**src/rtl/mult_share_arbiter.sv**
```systemverilog
// Round-robin sequencer sharing one sequential signed 4x4 multiplier between N requesters.
// Latches the winner's operands, pulses start, waits for done or timeout, then acks the winner.
module mult_share_arbiter #(
    parameter int unsigned N       = 4,
    parameter int unsigned TIMEOUT = 16
) (
    input  logic             clk_i,
    input  logic             rst_i,
    input  logic [N-1:0]     req_i,
    input  logic [4*N-1:0]   mplier_in_i,
    input  logic [4*N-1:0]   mcand_in_i,
    output logic [N-1:0]     gnt_o,
    output logic [N-1:0]     ack_o,
    output logic [8:0]       prod_out_o,
    output logic             err_o,
    output logic             busy_o,
    output logic             mul_st_o,
    output logic [3:0]       mul_mplier_o,
    output logic [3:0]       mul_mcand_o,
    input  logic [8:0]       mul_prod_i,
    input  logic             mul_done_i
);

    localparam int unsigned PW = $clog2(N);
    localparam int unsigned TW = $clog2(TIMEOUT) + 1;

    typedef enum logic [1:0] {StIdle, StStart, StWait, StResp} state_e;

    state_e          state_q, state_d;
    logic [PW-1:0]   ptr_q, ptr_d;
    logic [PW-1:0]   win_q, win_d;
    logic [N-1:0]    gnt_q, gnt_d;
    logic [TW-1:0]   timer_q, timer_d;
    logic [8:0]      prod_q, prod_d;
    logic            err_q, err_d;
    logic [3:0]      mplier_q, mplier_d;
    logic [3:0]      mcand_q, mcand_d;

    logic            found;
    logic [PW-1:0]   pick;
    logic [PW-1:0]   idx;
    int unsigned     k;

    // First pending requester scanning ptr, ptr+1, .. ptr-1 (mod N).
    always_comb begin
        found = 1'b0;
        pick  = '0;
        idx   = '0;
        k     = 0;
        for (int i = 0; i < int'(N); i++) begin
            k   = (int'(ptr_q) + i) % N;
            idx = PW'(k);
            if (!found && req_i[idx]) begin
                found = 1'b1;
                pick  = idx;
            end
        end
    end

    always_comb begin
        state_d  = state_q;
        ptr_d    = ptr_q;
        win_d    = win_q;
        gnt_d    = gnt_q;
        timer_d  = timer_q;
        prod_d   = prod_q;
        err_d    = err_q;
        mplier_d = mplier_q;
        mcand_d  = mcand_q;
        unique case (state_q)
            StIdle: begin
                if (found) begin
                    win_d       = pick;
                    gnt_d       = '0;
                    gnt_d[pick] = 1'b1;
                    mplier_d    = mplier_in_i[{pick, 2'b00} +: 4];
                    mcand_d     = mcand_in_i[{pick, 2'b00} +: 4];
                    state_d     = StStart;
                end
            end
            StStart: begin
                timer_d = '0;
                state_d = StWait;
            end
            StWait: begin
                timer_d = timer_q + 1'b1;
                // done wins over a timeout in the same cycle
                if (mul_done_i) begin
                    prod_d  = mul_prod_i;
                    err_d   = 1'b0;
                    state_d = StResp;
                end else if (timer_q == TW'(TIMEOUT - 1)) begin
                    prod_d  = '0;
                    err_d   = 1'b1;
                    state_d = StResp;
                end
            end
            StResp: begin
                ptr_d   = (win_q == PW'(N - 1)) ? '0 : win_q + 1'b1;
                gnt_d   = '0;
                state_d = StIdle;
            end
            default: state_d = StIdle;
        endcase
    end

    always_ff @(posedge clk_i) begin
        if (rst_i) begin
            state_q  <= StIdle;
            ptr_q    <= '0;
            win_q    <= '0;
            gnt_q    <= '0;
            timer_q  <= '0;
            prod_q   <= '0;
            err_q    <= 1'b0;
            mplier_q <= '0;
            mcand_q  <= '0;
        end else begin
            state_q  <= state_d;
            ptr_q    <= ptr_d;
            win_q    <= win_d;
            gnt_q    <= gnt_d;
            timer_q  <= timer_d;
            prod_q   <= prod_d;
            err_q    <= err_d;
            mplier_q <= mplier_d;
            mcand_q  <= mcand_d;
        end
    end

    assign gnt_o        = gnt_q;
    assign ack_o        = (state_q == StResp) ? gnt_q : '0;
    assign prod_out_o   = prod_q;
    assign err_o        = err_q;
    assign busy_o       = (state_q != StIdle);
    // Holding St during reset aborts any multiplication in flight.
    assign mul_st_o     = rst_i | (state_q == StStart);
    assign mul_mplier_o = mplier_q;
    assign mul_mcand_o  = mcand_q;

endmodule
```
**config.mk**
```make
export PLATFORM = sky130hd
export DESIGN_NAME = mult_share_arbiter
export DESIGN_NICKNAME = d
export VERILOG_FILES = /design/src/rtl/mult_share_arbiter.sv
export SDC_FILE = /design/constraint.sdc
export NUM_CORES = 1
export LEC_CHECK = 0
export ABC_AREA = 1
export CAP_MARGIN = 5
export CORE_UTILIZATION = 48
export DETAILED_ROUTE_END_ITERATION = 12
export HOLD_SLACK_MARGIN = 0.02
export PLACE_DENSITY = 0.86
export SLEW_MARGIN = 25
export SYNTH_ARGS = -nofsm -noshare
export SYNTH_HDL_FRONTEND = slang
export SYNTH_SLANG_ARGS = --single-unit
```
**constraint.sdc**
```tcl
create_clock -name clk_i -period 2.5 [get_ports clk_i]
set_clock_uncertainty 0.05 [all_clocks]
set_input_delay 0.5 -clock clk_i [delete_from_list [all_inputs] [get_ports clk_i]]
set_output_delay 0.5 -clock clk_i [all_outputs]
set_load 0.01 [all_outputs]
```
==> results.json <==
{
  "outcome": "complete, no violations",
  "cts_resized": 0,
  "synth_area_mm2": 0.00201,
  "slowest_stage": "clkdlybuf4s50_1",
  "ios": 76,
  "grt_pass1_vias": 2084,
  "synthDistinctLibCells": 28,
  "cts_made_buffers": 5,
  "cts_tree": "built",
  "synth_edf_count": 0,
  "drc": 0,
  "slowest_delay_ns": 0.54,
  "path_class": "reg2out",
  "crit_arrival_ns": 1.75,
  "hold_viol": 0,
  "grtUsageMet2_pct": 43.3,
  "clock_path_buffers": 2,
  "clkSlewWorstSetupHoldPaths_ns": 0.07,
  "holdWs_ns": 0.413,
  "cts.sinks": 33,
  "gp_congestion": 0.805,
  "cp_top_family": "buffers and inverters",
  "yosysTopAreaCell": "dfxtp_1",
  "slew_viol_final": 0,
  "holdBufCountCts": 0,
  "die_area_mm2": 0.00445,
  "async_flop_share_pct": 0,
  "initial_utilization_pct": 50.2,
  "area_growth_pct": 43.3,
  "routed_wl_um": 5190,
  "grt_util_met1_pct": 29.7,
  "grt_pass1_wl_um": 8720,
  "path_cells": "ha_1 > nand2_1 > inv_1 > clkdlybuf4s50_1",
  "io_buffers": 75,
  "core_area_mm2": 0.00400,
  "hp-class": "reg2reg",
  "vias": 2239,
  "rsz0062_at_grt": "false",
  "fin_crit_sh_pct": 92.1,
  "drt_iter0_drc": 163,
  "drt_first_pass_iters": 4,
  "grt_busiest_layer": "met2",
  "tns_ns": 0,
  "crit_fanout": 10,
  "yosys.area.top_type_share_pct": 32.9,
  "routed_via_density": 5.10,
  "ctsHtreeMaxLevel": 2,
  "cts_root_buf": "clkbuf_8",
  "synth_area_leaders": "dfxtp_1 (33%), nand2_1 (19%), nand3_1 (9.5%)",
  "syn_inst": 313,
  "synth-main-ff-cell": "dfxtp_1",
  "ys.warnings.count": 0,
  "synth.avg_cell_area_um2": 6.42,
  "grt_use_total_pct": 25.4,
  "r2r_setup_slack_ns": 0.43,
  "overflow": 0,
  "yosysMostFrequentCell": "nand2_1",
  "power_leakage_nw": 1.29,
  "diodes": 0,
  "ir_drop_uv": 543,
  "layout-drive-gt1-share_pct": 8.23,
  "clkLatencyLatePin_ns": 0.28,
  "synth_common_cells": "nand2_1 (103), nand3_1 (38), dfxtp_1 (33)",
  "dp_hpwl_um": 4060,
  "ys_ff_latch": 33,
  "antenna_found_initial": 0,
  "ys_seq_area_share_pct": 32.9,
  "rows": 23,
  "post-route-min-period_ns": 2.30,
  "die_x_um": 66.7,
  "worst-path-buf-inv": 2,
  "die_height_um": 66.7,
  "wl_per_cell_um": 11.8,
  "drt.antenna.violating_nets": 0,
  "met3_usage_pct": 8.56,
  "endpoint_kind": "primary output",
  "nets": 444,
  "pwr_density_cell_mw_per_mm2": 958,
  "tightest_slew_ns": 0.660,
  "maxCapViolations": 0,
  "post-cts-setup-buffers": 0,
  "clock.fmax_mhz": 434,
  "startpoint_type": "register",
  "synthesis.nets": 369,
  "grt_max_degree": 22,
  "relSlewSlack_pct": 55.7,
  "setup-violations-final": 0,
  "crit_required_ns": 1.95
}
-- metrics by stage --
| stage | worst slack [ns] | cell area [µm²] | power [W] | std cells | utilization [%] |
|---|---|---|---|---|---|
| 2_1_floorplan | 0.758 | 2010 | 0.00184 | 313 | - |
| 3_3_place_gp | 0.116 | 2800 | 0.00234 | 431 | 69.9 |
| 3_5_place_dp | 0.0269 | 2800 | 0.00238 | 431 | 69.9 |
| 4_1_cts | 0.179 | 2880 | 0.00277 | 439 | 71.9 |
| 5_1_grt | 0.0795 | 2880 | 0.00300 | 439 | 71.9 |
| 6_report | 0.198 | 2880 | 0.00276 | 439 | 71.9 |
-- cells by family after synthesis --
group | count (synthesis) | synth area share, %
AND/OR/NAND/NOR | 193 | 42.6
buffers and inverters | 40 | 9.03
AO/OA/AOI/OAI | 39 | 10.5
flip-flops | 33 | 32.9
adder cells (fa/ha/maj) | 8 | 4.98
-- flip-flops by register name (all words and copies together), names as in the netlist, 2 cells and up --
name / count
timer_q: 5
win_q: 2
ptr_q: 2
mul_mplier_o: 4
mul_mcand_o: 4
gnt_o: 4
prod_out_o: 9
state_q: 2
-- layout by cell type (no fill, tap or decap), drive strengths merged --
cell type      synthesis  final
a211oi                 1      1
a21oi                 23     23
and2                   1      1
buf                    6      5
clkbuf                 6      8
clkdlybuf4s50          0     75
clkinv                 1      1
dfxtp                 33     33
ha                     8      8
inv                   27     27
nand2                112    112
nand3                 42     42
nand3b                 1      1
nand4                  1      1
nor2                  33     33
nor3                   2      2
o211a                  1      1
o21ai                 13     13
o31a                   1      1
or2                    1      1
-- layout make-up --
type | instances | area, µm²
Tap cell | 50 | 62.6
Timing Repair Buffer | 80 | 801
Multi-Input combinational cell | 240 | 1170
Inverter | 28 | 108
Fill cell | 338 | 1120
Clock buffer | 8 | 80.1
Sequential cell | 33 | 661
-- power by group --
part | switching (W) | internal (W) | leakage [nW]
sequential | 0.0000969 | 0.000678 | 0.270
combinational | 0.000921 | 0.000689 | 0.982
clock | 0.000176 | 0.000197 | 0.0395
total | 0.00119 | 0.00156 | 1.29
-- tightest hold or removal path, delay by kind of cell, from the launching register on --
family | cells | cell delay, ns
AO/OA/AOI/OAI | 1 | 0.05
buffers and inverters | 1 | 0.05
flip-flops | 1 | 0.31
-- layer usage --
metal  routed length, µm  part of all wire, %
met5                   0                    0
met4                  72                  1.4
met3                 288                  5.6
met2                2630                   51
met1                2190                   42
-- path summary, 6_finish.rpt --
kind                    from              end  cells after the start
setup / recovery  state_q[1]         ack_o[1]                      4
hold reg to reg        err_o            err_o                      2
hold / removal         err_o            err_o                      2
setup reg to reg    ptr_q[0]  mul_mplier_o[0]                     14
Note: power is estimated with default switching activity, not from simulation.
